==> config.mk <==
export PLATFORM = sky130hd
export DESIGN_NAME = trap_sequencer_flat
export DESIGN_NICKNAME = d
export VERILOG_FILES = /design/src/rtl/trap_sequencer_if.sv /design/src/rtl/trap_sequencer.sv /design/src/flat_wrapper.sv
export SDC_FILE = /design/constraint.sdc
export NUM_CORES = 1
export LEC_CHECK = 0
export ABC_AREA = 1
export BUFFER_PORTS_ARGS = -buffer_cell sky130_fd_sc_hd__buf_2
export CAP_MARGIN = 25
export CORE_AREA = 8 8 301 303
export CTS_BUF_LIST = sky130_fd_sc_hd__clkbuf_4 sky130_fd_sc_hd__clkbuf_8
export DETAILED_ROUTE_END_ITERATION = 10
export DIE_AREA = 0 0 309 311
export HOLD_SLACK_MARGIN = 0.15
export SLEW_MARGIN = 20
export SYNTH_ARGS = -nofsm -noshare
export SYNTH_HDL_FRONTEND = slang
export SYNTH_SLANG_ARGS = --single-unit
==> constraint.sdc <==
create_clock -name clk -period 4.7 [get_ports clk]
set_input_delay 0.94 -clock clk [delete_from_list [all_inputs] [get_ports clk]]
set_output_delay 0.94 -clock clk [all_outputs]
set_load 0.02 [all_outputs]
==> src/rtl/trap_sequencer_if.sv <==
// Pipeline-side bundle for the trap sequencer: exception/xret requests, CSR
// snapshot inputs, and the trap/xret CSR-update and PC-redirect outputs.
interface trap_sequencer_if #(
   parameter int XLEN     = 64,
   parameter int ALEN     = 64,
   parameter int INTR_LEN = 32
);
   logic                exc_valid;
   logic [3:0]          exc_cause;
   logic [ALEN-1:0]     exc_pc;
   logic [XLEN-1:0]     exc_tval;
   logic                xret_valid;
   logic                pipe_idle;
   logic [ALEN-1:0]     next_pc;
   logic [XLEN-1:0]     mstatus;
   logic [INTR_LEN-1:0] mie;
   logic [INTR_LEN-1:0] mip;
   logic [XLEN-1:0]     mtvec;
   logic [ALEN-1:0]     mepc;
   logic [1:0]          privilege_mode;

   logic                stall_fetch;
   logic                trap_do_update;
   logic [XLEN-1:0]     trap_mcause;
   logic [ALEN-1:0]     trap_mepc;
   logic [XLEN-1:0]     trap_mtval;
   logic                xret_do_update;
   logic                xret_completing;
   logic [XLEN-1:0]     xret_new_mstatus;
   logic [1:0]          xret_new_privilege_mode;
   logic                redirect_valid;
   logic [ALEN-1:0]     redirect_pc;

   modport master (
      output exc_valid, exc_cause, exc_pc, exc_tval, xret_valid, pipe_idle,
             next_pc, mstatus, mie, mip, mtvec, mepc, privilege_mode,
      input  stall_fetch, trap_do_update, trap_mcause, trap_mepc, trap_mtval,
             xret_do_update, xret_completing, xret_new_mstatus,
             xret_new_privilege_mode, redirect_valid, redirect_pc
   );

   modport slave (
      input  exc_valid, exc_cause, exc_pc, exc_tval, xret_valid, pipe_idle,
             next_pc, mstatus, mie, mip, mtvec, mepc, privilege_mode,
      output stall_fetch, trap_do_update, trap_mcause, trap_mepc, trap_mtval,
             xret_do_update, xret_completing, xret_new_mstatus,
             xret_new_privilege_mode, redirect_valid, redirect_pc
   );
endinterface

==> src/rtl/trap_sequencer.sv <==
// Machine-mode trap/MRET sequencer: drains the pipe for interrupts, strobes
// CSR trap-entry or xret updates, then issues a single-cycle PC redirect.
module trap_sequencer #(
   parameter int XLEN     = 64,
   parameter int ALEN     = 64,
   parameter int INTR_LEN = 32
) (
   input  logic             clk,
   input  logic             rst,
   trap_sequencer_if.slave  bus
);
   localparam int CW = (INTR_LEN > 1) ? $clog2(INTR_LEN) : 1;

   typedef enum logic [2:0] {IDLE, DRAIN, TRAP, XRET, REDIRECT} state_t;

   state_t          r_state, w_state;
   logic            r_stall, r_tdu, r_xdu, r_xc, r_rv;
   logic            w_tdu, w_xdu, w_xc, w_rv;
   logic [XLEN-1:0] r_mcause, r_mtval, r_xms, w_mcause, w_mtval, w_xms;
   logic [ALEN-1:0] r_mepc, r_rpc, w_mepc, w_rpc;
   logic [1:0]      r_xpriv, w_xpriv;
   logic            r_xret_trap, w_xret_trap;
   logic [CW-1:0]   r_code, w_code_q;

   logic [INTR_LEN-1:0] w_en;
   logic                w_int_pending, w_post_pending;
   logic [CW-1:0]       w_code;

   function automatic logic [CW-1:0] f_sel(input logic [INTR_LEN-1:0] en);
      logic [CW-1:0] code;
      logic          found;
      code  = '0;
      found = 1'b0;
      if (en[11])     code = CW'(11);
      else if (en[3]) code = CW'(3);
      else if (en[7]) code = CW'(7);
      else begin
         for (int unsigned i = 16; i < unsigned'(INTR_LEN); i++) begin
            if (!found && en[i]) begin
               code  = CW'(i);
               found = 1'b1;
            end
         end
      end
      return code;
   endfunction

   function automatic logic [XLEN-1:0] f_int_cause(input logic [CW-1:0] code);
      logic [XLEN-1:0] c;
      c = XLEN'(code);
      c[XLEN-1] = 1'b1;
      return c;
   endfunction

   // Vectored mode only offsets interrupts; exceptions always use the base.
   function automatic logic [ALEN-1:0] f_vec(input logic [XLEN-1:0] tvec,
                                             input logic [CW-1:0] code,
                                             input logic intr);
      logic [ALEN-1:0] base;
      base = ALEN'({tvec[XLEN-1:2], 2'b00});
      if (tvec[1:0] == 2'b01 && intr) base = base + (ALEN'(code) << 2);
      return base;
   endfunction

   always_comb begin
      w_en           = bus.mie & bus.mip;
      w_int_pending  = (|w_en) && (bus.mstatus[3] || bus.privilege_mode != 2'b11);
      w_post_pending = (|w_en) && (r_xms[3] || r_xpriv != 2'b11);
      w_code         = f_sel(w_en);
   end

   always_comb begin
      w_state     = r_state;
      w_tdu       = 1'b0;
      w_xdu       = 1'b0;
      w_xc        = 1'b0;
      w_rv        = 1'b0;
      w_mcause    = r_mcause;
      w_mepc      = r_mepc;
      w_mtval     = r_mtval;
      w_xms       = r_xms;
      w_xpriv     = r_xpriv;
      w_rpc       = r_rpc;
      w_xret_trap = r_xret_trap;
      w_code_q    = r_code;

      case (r_state)
         IDLE, DRAIN: begin
            if (bus.exc_valid) begin
               w_state  = TRAP;
               w_tdu    = 1'b1;
               w_mcause = XLEN'(bus.exc_cause);
               w_mepc   = bus.exc_pc;
               w_mtval  = bus.exc_tval;
               w_rpc    = f_vec(bus.mtvec, '0, 1'b0);
            end else if (r_state == IDLE) begin
               if (bus.xret_valid) begin
                  w_state         = XRET;
                  w_xdu           = 1'b1;
                  w_xms           = bus.mstatus;
                  w_xms[3]        = bus.mstatus[7];
                  w_xms[7]        = 1'b1;
                  w_xms[12:11]    = 2'b00;
                  w_xpriv         = bus.mstatus[12:11];
                  w_rpc           = bus.mepc;
               end else if (w_int_pending) begin
                  w_state = DRAIN;
               end
            end else if (bus.pipe_idle) begin
               if (w_int_pending) begin
                  w_state  = TRAP;
                  w_tdu    = 1'b1;
                  w_mcause = f_int_cause(w_code);
                  w_mepc   = bus.next_pc;
                  w_mtval  = '0;
                  w_rpc    = f_vec(bus.mtvec, w_code, 1'b1);
               end else begin
                  w_state = IDLE;
               end
            end
         end
         TRAP: begin
            w_state     = REDIRECT;
            w_rv        = 1'b1;
            w_xret_trap = 1'b0;
         end
         // Pending check uses the post-MRET enable state latched in r_xms/r_xpriv.
         XRET: begin
            w_state = REDIRECT;
            if (w_post_pending) begin
               w_xret_trap = 1'b1;
               w_code_q    = w_code;
            end else begin
               w_xret_trap = 1'b0;
               w_rv        = 1'b1;
            end
         end
         REDIRECT: begin
            if (r_xret_trap) begin
               w_state     = TRAP;
               w_tdu       = 1'b1;
               w_xc        = 1'b1;
               w_mcause    = f_int_cause(r_code);
               w_mepc      = bus.mepc;
               w_mtval     = '0;
               w_rpc       = f_vec(bus.mtvec, r_code, 1'b1);
               w_xret_trap = 1'b0;
            end else begin
               w_state = IDLE;
            end
         end
         default: w_state = IDLE;
      endcase
   end

   always_ff @(posedge clk) begin
      if (rst) begin
         r_state     <= IDLE;
         r_stall     <= 1'b0;
         r_tdu       <= 1'b0;
         r_xdu       <= 1'b0;
         r_xc        <= 1'b0;
         r_rv        <= 1'b0;
         r_mcause    <= '0;
         r_mepc      <= '0;
         r_mtval     <= '0;
         r_xms       <= '0;
         r_xpriv     <= '0;
         r_rpc       <= '0;
         r_xret_trap <= 1'b0;
         r_code      <= '0;
      end else begin
         r_state     <= w_state;
         r_stall     <= (w_state != IDLE);
         r_tdu       <= w_tdu;
         r_xdu       <= w_xdu;
         r_xc        <= w_xc;
         r_rv        <= w_rv;
         r_mcause    <= w_mcause;
         r_mepc      <= w_mepc;
         r_mtval     <= w_mtval;
         r_xms       <= w_xms;
         r_xpriv     <= w_xpriv;
         r_rpc       <= w_rpc;
         r_xret_trap <= w_xret_trap;
         r_code      <= w_code_q;
      end
   end

   assign bus.stall_fetch             = r_stall;
   assign bus.trap_do_update          = r_tdu;
   assign bus.trap_mcause             = r_mcause;
   assign bus.trap_mepc               = r_mepc;
   assign bus.trap_mtval              = r_mtval;
   assign bus.xret_do_update          = r_xdu;
   assign bus.xret_completing         = r_xc;
   assign bus.xret_new_mstatus        = r_xms;
   assign bus.xret_new_privilege_mode = r_xpriv;
   assign bus.redirect_valid          = r_rv;
   assign bus.redirect_pc             = r_rpc;
endmodule

==> src/flat_wrapper.sv <==
// flat-port wrapper written by rule: the top's interface ports become plain ports
module trap_sequencer_flat 
#(
   parameter int XLEN     = 64,
   parameter int ALEN     = 64,
   parameter int INTR_LEN = 32
)
  (clk, rst, bus_exc_valid, bus_exc_cause, bus_exc_pc, bus_exc_tval, bus_xret_valid, bus_pipe_idle, bus_next_pc, bus_mstatus, bus_mie, bus_mip, bus_mtvec, bus_mepc, bus_privilege_mode, bus_stall_fetch, bus_trap_do_update, bus_trap_mcause, bus_trap_mepc, bus_trap_mtval, bus_xret_do_update, bus_xret_completing, bus_xret_new_mstatus, bus_xret_new_privilege_mode, bus_redirect_valid, bus_redirect_pc);
  trap_sequencer_if #(.XLEN(XLEN), .ALEN(ALEN), .INTR_LEN(INTR_LEN)) bus_i ();
  input  logic clk;
  input  logic rst;
  input wire logic [$bits(bus_i.exc_valid)-1:0] bus_exc_valid;
  input wire logic [$bits(bus_i.exc_cause)-1:0] bus_exc_cause;
  input wire logic [$bits(bus_i.exc_pc)-1:0] bus_exc_pc;
  input wire logic [$bits(bus_i.exc_tval)-1:0] bus_exc_tval;
  input wire logic [$bits(bus_i.xret_valid)-1:0] bus_xret_valid;
  input wire logic [$bits(bus_i.pipe_idle)-1:0] bus_pipe_idle;
  input wire logic [$bits(bus_i.next_pc)-1:0] bus_next_pc;
  input wire logic [$bits(bus_i.mstatus)-1:0] bus_mstatus;
  input wire logic [$bits(bus_i.mie)-1:0] bus_mie;
  input wire logic [$bits(bus_i.mip)-1:0] bus_mip;
  input wire logic [$bits(bus_i.mtvec)-1:0] bus_mtvec;
  input wire logic [$bits(bus_i.mepc)-1:0] bus_mepc;
  input wire logic [$bits(bus_i.privilege_mode)-1:0] bus_privilege_mode;
  output wire logic [$bits(bus_i.stall_fetch)-1:0] bus_stall_fetch;
  output wire logic [$bits(bus_i.trap_do_update)-1:0] bus_trap_do_update;
  output wire logic [$bits(bus_i.trap_mcause)-1:0] bus_trap_mcause;
  output wire logic [$bits(bus_i.trap_mepc)-1:0] bus_trap_mepc;
  output wire logic [$bits(bus_i.trap_mtval)-1:0] bus_trap_mtval;
  output wire logic [$bits(bus_i.xret_do_update)-1:0] bus_xret_do_update;
  output wire logic [$bits(bus_i.xret_completing)-1:0] bus_xret_completing;
  output wire logic [$bits(bus_i.xret_new_mstatus)-1:0] bus_xret_new_mstatus;
  output wire logic [$bits(bus_i.xret_new_privilege_mode)-1:0] bus_xret_new_privilege_mode;
  output wire logic [$bits(bus_i.redirect_valid)-1:0] bus_redirect_valid;
  output wire logic [$bits(bus_i.redirect_pc)-1:0] bus_redirect_pc;
  assign bus_i.exc_valid = bus_exc_valid;
  assign bus_i.exc_cause = bus_exc_cause;
  assign bus_i.exc_pc = bus_exc_pc;
  assign bus_i.exc_tval = bus_exc_tval;
  assign bus_i.xret_valid = bus_xret_valid;
  assign bus_i.pipe_idle = bus_pipe_idle;
  assign bus_i.next_pc = bus_next_pc;
  assign bus_i.mstatus = bus_mstatus;
  assign bus_i.mie = bus_mie;
  assign bus_i.mip = bus_mip;
  assign bus_i.mtvec = bus_mtvec;
  assign bus_i.mepc = bus_mepc;
  assign bus_i.privilege_mode = bus_privilege_mode;
  assign bus_stall_fetch = bus_i.stall_fetch;
  assign bus_trap_do_update = bus_i.trap_do_update;
  assign bus_trap_mcause = bus_i.trap_mcause;
  assign bus_trap_mepc = bus_i.trap_mepc;
  assign bus_trap_mtval = bus_i.trap_mtval;
  assign bus_xret_do_update = bus_i.xret_do_update;
  assign bus_xret_completing = bus_i.xret_completing;
  assign bus_xret_new_mstatus = bus_i.xret_new_mstatus;
  assign bus_xret_new_privilege_mode = bus_i.xret_new_privilege_mode;
  assign bus_redirect_valid = bus_i.redirect_valid;
  assign bus_redirect_pc = bus_i.redirect_pc;
  trap_sequencer #(.XLEN(XLEN), .ALEN(ALEN), .INTR_LEN(INTR_LEN)) u_core (.clk(clk), .rst(rst), .bus(bus_i));
endmodule
==> flow_metrics.tcl, run 1 <==
set metrics [dict create \
    worst_ep_arrival_time_ns 4.41 \
    cts_sinks 276 \
    hold_viol_final 0 \
    clk_path_buf_depth 3 \
    synth-seq-cells 276 \
    whs_path_depth 2 \
    die_area_sq_mm 0.0961 \
    initialDrtViolationCount 2237 \
    relSlewSlack_pct 27.4 \
    overflow 0 \
    utilization_pct 26.6 \
    drive_above_1_share_pct 25.4 \
    finalMaxSlewViolations 0 \
    tightestPinTransition_ns 1.09 \
    cp_slowest_cell "fa_1" \
    routabilityCongestion 0.949 \
    hold_path_class "reg2reg" \
    drt_wl_total_mm 106 \
    cpMostUsedCell "nand2_1" \
    dp_hpwl_mm 83.9 \
    worst_ir_drop_vdd_mv 0.219 \
    period_needed_ns 3.83 \
    fmax_ghz 0.261 \
    fin_nets 3979 \
    syn_area_sq_mm 0.0171 \
    tns_ns 0 \
    portBuffers 725 \
    die_y_um 311 \
    crit_fanout 5 \
    htreeDepth 2 \
    insertion_delay_ns 0.69 \
    r2r_cells 9 \
    avgRoutedWirePerCell_um 22.4 \
    postRouteAntennaNets 0 \
    cts_tree "done" \
    synthCells 2846 \
    core_sq_mm 0.0859 \
    clockRootBuffer "clkbuf_8" \
    grt_antenna_before_repair 24 \
    multi_input_comb_area_sq_mm 0.00994 \
    grt.total_usage_pct 20.7 \
    area_growth_pct 33.3 \
    path_cells "buf_2, nand2_1, nand2_1, nor2_1, nand2_1, nor3b_1, nand3b_1, nand2_1, inv_1, nand3_1, ha_1, inv_1, fa_1, inv_1, nand4_1, nand2_1, nand2_1, nor2_1, nand2_1, o21ai_0, nand3_1, nand2_1, a21oi_1" \
    max_cap_viol_count 0 \
    crit_buf_inv 4 \
    ys_types 48 \
    rsz0062_at_grt "false" \
    cts_buffers 56 \
    critPathTopFamily "simple AND/OR/NAND/NOR gates" \
    p_leak_nw 11.3 \
    post-route-period-util_pct 81.4 \
    p_sw_share_pct 41.1 \
    power.internal_w 0.00499 \
    grt_pass1_vias 20541 \
    power_density_mw_per_mm2 371 \
    clk_pin_slew_ns 0.06 \
    post-cts-setup-buffers 0 \
    drc 0 \
    p_switching_w 0.00348 \
    fillCellCount 9874 \
    postSynthAreaPerCell_sq_um 6.02 \
    fin_skew_ns 0.0405 \
    cts_resized 0 \
    synthFlopType "dfxtp_1" \
    cts_hold_buf 0 \
    ys_seq_area_share_pct 32.2 \
    pwr-share-seq_pct 33.5 \
    finalNonFillerCells 4716 \
    status "finished, final reports clean" \
    setup_viol 0 \
    num_rows 108 \
    ff_latch_area_sq_mm 0.00553 \
    yosysWarnings 0 \
    synth_edf_count 0 \
    clock_power_share_pct 31.8 \
    p_comb_share_pct 34.7 \
    cp_data_required_time_ns 5.28 \
    avgViaCountPerCell 4.59 \
    initial_core_util_pct 19.9 \
    worst-path-stages 23 \
    vias 21641 \
    grt_max_degree 120 \
    grt_pass1_wl_mm 148 \
    total_power_w 0.00847 \
    die_w_um 309 \
    async_flop_share_pct 0 \
    dr.pass1.iters 6 \
    cp-end-kind "flop" \
    start_kind "input pin" \
    dp.cells 4605 \
    critPathKind "in2reg" \
    io_pins 786 \
    slowest_delay_ns 0.40 \
]
## layer usage
layer	routed length, um	global-route usage [%]	vias to the layer above
met5	77	0	-
met4	3250	6.13	12
met3	10400	5.85	163
met2	47900	33.6	1055
met1	44200	26.4	9936
li1	-	-	10475
## registers in the layout, indices dropped and copies added (netlist names), 2 cells and up
signal / flops
u_core.bus.trap_mtval: 64
u_core.r_state: 3
u_core.bus.trap_mcause: 6
u_core.bus.redirect_pc: 64
u_core.bus.trap_mepc: 64
u_core.bus.xret_new_privilege_mode: 2
u_core.r_code: 5
u_core.bus.xret_new_mstatus: 62
## cell type report
| type | count | area share, % |
|---|---|---|
| Timing Repair Buffer | 757 | 17.3 |
| Sequential cell | 276 | 24.2 |
| Antenna cell | 14 | 0.153 |
| Multi-Input combinational cell | 2209 | 43.5 |
| Clock inverter | 9 | 0.416 |
| Inverter | 208 | 3.44 |
| Clock buffer | 88 | 4.67 |
| Tap cell | 1155 | 6.33 |
## layout by cell type (no fill, tap or decap), drive strengths merged, types with 5 or more instances in the layout
master  synthesis  final
a211oi          6      6
a21oi         117    117
a22oi          50     50
a31oi          22     22
buf           114    757
clkbuf         98     88
clkinv          1      9
conb            1     60
dfxtp         276    276
diode           0     14
ha             10     10
inv           207    206
nand2         732    732
nand3         229    229
nand3b          5      5
nand4          44     44
nor2          587    587
nor3           35     35
o211ai         15     15
o21ai         260    260
o22ai          10     10
## cell families after synthesis
group,count (synthesis),synth area share [%]
compound gates,490,16.1
xor+xnor,4,0.204
fa+ha+maj,12,0.964
buf+inv,420,11.2
flops,276,32.2
other cells,1,0.0219
simple gates,1643,39.3
## path summary, 6_finish.rpt
check                             from                    endpoint  slack, ns
max                        bus_mie[20]  u_core.bus.redirect_pc[58]       0.87
min          u_core.bus.trap_mtval[44]   u_core.bus.trap_mtval[44]       0.46
min reg2reg  u_core.bus.trap_mtval[44]   u_core.bus.trap_mtval[44]       0.46
max reg2reg          u_core.r_state[0]    u_core.bus.trap_mepc[51]       1.79
## power by group through the flow
stage	Clock [W]	Sequential [W]	Combinational, W
2_1_floorplan	0	0.00324	0.00132
3_3_place_gp	0	0.00287	0.00296
3_5_place_dp	0	0.00288	0.00296
4_1_cts	0.00278	0.00283	0.00298
5_1_grt	0.00287	0.00287	0.00321
6_report	0.00269	0.00284	0.00294
## Yosys cell counts, types with 2 or more instances
cell type  number  area share [%]
o21ai_1        13            0.38
and2_1          2           0.073
nor3_1         31            0.91
inv_1         202             4.4
o211ai_1       15            0.66
a211oi_1        5            0.22
xor2_1          4            0.20
a21oi_1       117             3.4
buf_4          69             3.0
o21bai_1        2           0.088
or2_2           3            0.11
a31oi_1        22            0.80
nand4_1        44             1.6
o21ai_0       247             7.2
o22ai_1        10            0.37
a22oi_2        10            0.73
nor4_1          2           0.073
nor3_2          3            0.18
and3_1          2           0.073
nand3_1       228             6.7
buf_2          28            0.82
nand2_2         6            0.22
clkbuf_1       98             2.1
ha_1           10            0.73
buf_1          10            0.22
inv_2           5            0.11
o31ai_1         3            0.13
buf_6           7            0.46
dfxtp_1       276              32
fa_1            2            0.23
nand3b_1        5            0.22
nor2_2          8            0.29
a22oi_1        40             1.8
nand2_1       726              16
nor2_1        578              13
## through the flow
stage	cell area, sq um	worst slack [ns]	hold slack, ns
floorplan	17400	1.04	0.462
global placement	21600	0.267	0.448
detailed placement	21600	0.219	0.455
CTS	22800	0.962	0.386
global route	22800	0.497	0.423
finish	22800	0.872	0.463
## tightest hold or removal path, delay by kind of cell (launching register included)
| kind | cells | cell delay (ns) |
|---|---|---|
| compound gates | 1 | 0.06 |
| flops | 1 | 0.30 |
| simple gates | 1 | 0.06 |
(Power assumes the default switching activity.)
==> run 2, diff against run 1 <==
==> constraint.sdc (replaced) <==
create_clock -name clk -period 3.6 [get_ports clk]
set_input_delay 0.72 -clock clk [delete_from_list [all_inputs] [get_ports clk]]
set_output_delay 0.72 -clock clk [all_outputs]
set_load 0.02 [all_outputs]
==> run 2 against run 1 <==
  * First-iteration DRC count fell by 3.6%
  * Cell area rose by 2.9%
  * Register-to-register slack got worse by 0.95 ns
  * Clock power rose by 41%
  * Clock skew fell by 0.018 ns
  * Total power rose by 35%
==> flow_metrics.tcl, run 2 (synthesis gave the netlist of run 1 again) <==
set metrics [dict create \
    status "finished, final reports clean" \
    post-route-period-util_pct 89.6 \
    place_worst_setup_slack_ns -0.472 \
    cts_hold_buf 0 \
    p_leak_nw 11.7 \
    relSlewSlack_pct 37.1 \
    critPathKind "in2reg" \
    tightestPinTransition_ns 0.941 \
    grt.total_usage_pct 20.8 \
    drt_wl_total_mm 107 \
    p_switching_w 0.00460 \
    cts_tree "done" \
    htreeDepth 2 \
    setup_viol 0 \
    final_common_cell "nand2_1" \
    drc 0 \
    grt_pass1_wl_mm 149 \
    p_comb_share_pct 34.5 \
    crit_fanout 3 \
    pwr-share-seq_pct 32.4 \
    fmax_ghz 0.310 \
    die_w_um 309 \
    initial_core_util_pct 19.9 \
    insertion_delay_ns 0.69 \
    hold_path_class "in2reg" \
    clk_pin_slew_ns 0.06 \
    grt_max_degree 105 \
    routabilityCongestion 0.969 \
    hold_viol_final 0 \
    io_pins 786 \
    finalMaxSlewViolations 0 \
    portBuffers 725 \
    cp-end-kind "flop" \
    design_area_sq_mm 0.0235 \
    period_needed_ns 3.23 \
    die_y_um 311 \
    clock_power_share_pct 33.1 \
    die_area_sq_mm 0.0961 \
    area_growth_pct 37.1 \
    final_cell_mix "nand2_1 (726), buf_2 (724), nor2_1 (573)" \
    overflow 0 \
    fin_skew_ns 0.0221 \
    clk_path_buf_depth 3 \
    num_rows 108 \
    avgRoutedWirePerCell_um 22.3 \
    dp_hpwl_mm 85.3 \
    r2r_cells 11 \
    postRouteAntennaNets 0 \
    power.internal_w 0.00684 \
    dp.cells 4668 \
    dr.pass1.iters 6 \
    layout_setup_ws_ns 0.373 \
    drive_above_1_share_pct 26.9 \
    fillCellCount 9878 \
    cp_data_required_time_ns 4.17 \
    p_sw_share_pct 40.2 \
    rsz0062_at_grt "false" \
    fin_nets 4045 \
    clockRootBuffer "clkbuf_8" \
    vias 21795 \
    max_cap_viol_count 0 \
    start_kind "input pin" \
    place_area_sq_mm 0.0222 \
    grt_antenna_before_repair 25 \
    avgViaCountPerCell 4.56 \
    worst_ep_arrival_time_ns 3.80 \
    finalNonFillerCells 4781 \
    whs_path_depth 3 \
    core_sq_mm 0.0859 \
    worst_ir_drop_vdd_mv 0.360 \
    cts_sinks 276 \
    grt_pass1_vias 20718 \
    cts_buffers 59 \
    power_density_mw_per_mm2 487 \
    initialDrtViolationCount 2156 \
]
==> run 2: changes by cell type in the layout (fill, tap and decap cells not counted), moves of 2 or more <==
cell       previous run  this run
buf_12                6        11
clkbuf_4             23        19
bufinv_16             1         3
buf_4                27        85
clkinv_2              7        10
diode_2              14        10
clkbuf_8             65        70
==> run 2: metal layers <==
| layer | part of all wire, % | GRT usage (%) | vias to the layer above |
|---|---|---|---|
| met5 | 0.12 | 0 | - |
| met4 | 3.8 | 7.43 | 20 |
| met3 | 10 | 6.90 | 176 |
| met2 | 45 | 33.3 | 1003 |
| met1 | 41 | 25.9 | 9989 |
| li1 | - | - | 10607 |
==> run 2: path summary, 6_finish.rpt <==
path	startpoint	to	slack, ns
worst max-delay path	bus_mie[20]	u_core.bus.redirect_pc[62]	0.37
worst min-delay path	bus_mstatus[38]	u_core.bus.xret_new_mstatus[38]	0.27
worst max register to register	u_core.r_state[1]	u_core.bus.trap_mtval[63]	0.84
worst min register to register	u_core.bus.trap_mtval[47]	u_core.bus.trap_mtval[47]	0.46
==> run 2: power by group through the flow <==
stage	Clock, W	Combinational [W]	Sequential, W
2_1_floorplan	0	0.00172	0.00423
3_3_place_gp	0	0.00399	0.00375
3_5_place_dp	0	0.00398	0.00376
4_1_cts	0.00392	0.00399	0.00370
5_1_grt	0.00402	0.00431	0.00375
6_report	0.00379	0.00395	0.00371
==> run 2: timing repair <==
| action | 4_1_cts | 5_1_grt |
|---|---|---|
| setup buffers | 0 | 0 |
| resized for setup | 0 | 4 |
| endpoints found under the setup margin | 0 | 17 |
==> run 2: worst max-delay path: stages <==
cell     delay [ns]
buf_2          0.10
nand2_1        0.13
nand2_1        0.11
nor2_1         0.12
nand2_1        0.10
buf_4          0.15
nor3_2         0.13
nand4_1        0.14
nand3_2        0.14
ha_1           0.18
inv_1          0.07
fa_1           0.41
inv_1          0.09
nand4_1        0.09
nand2_1        0.14
buf_4          0.17
nand2_1        0.08
buf_4          0.15
nor2_1         0.16
nand2_1        0.10
nand2_1        0.08
nand2_1        0.05
o21ai_1        0.13
a21oi_1        0.07
==> run 2: final cells by class <==
cell class                 instances  area [sq um]  share of cell area, %
sequential                       276          5530                   23.5
timing repair buffer             820          4480                   19.1
multi-input combinational       2209          9960                   42.4
antenna                           10          25.0                  0.107
tap                             1155          1450                   6.15
clock inverter                    14           165                  0.703
clock buffer                      89          1110                   4.71
inverter                         208           786                   3.34
==> run 2: stage by stage <==
step           TNS, ns  utilization, %  power (W)  hold slack (ns)
2_1_floorplan        0               -    0.00595            0.462
3_3_place_gp     -9.86            25.8    0.00774            0.449
3_5_place_dp    -14.17            25.8    0.00774            0.455
4_1_cts              0            27.3     0.0116            0.187
5_1_grt              0            27.3     0.0121            0.212
6_report             0            27.3     0.0114            0.270
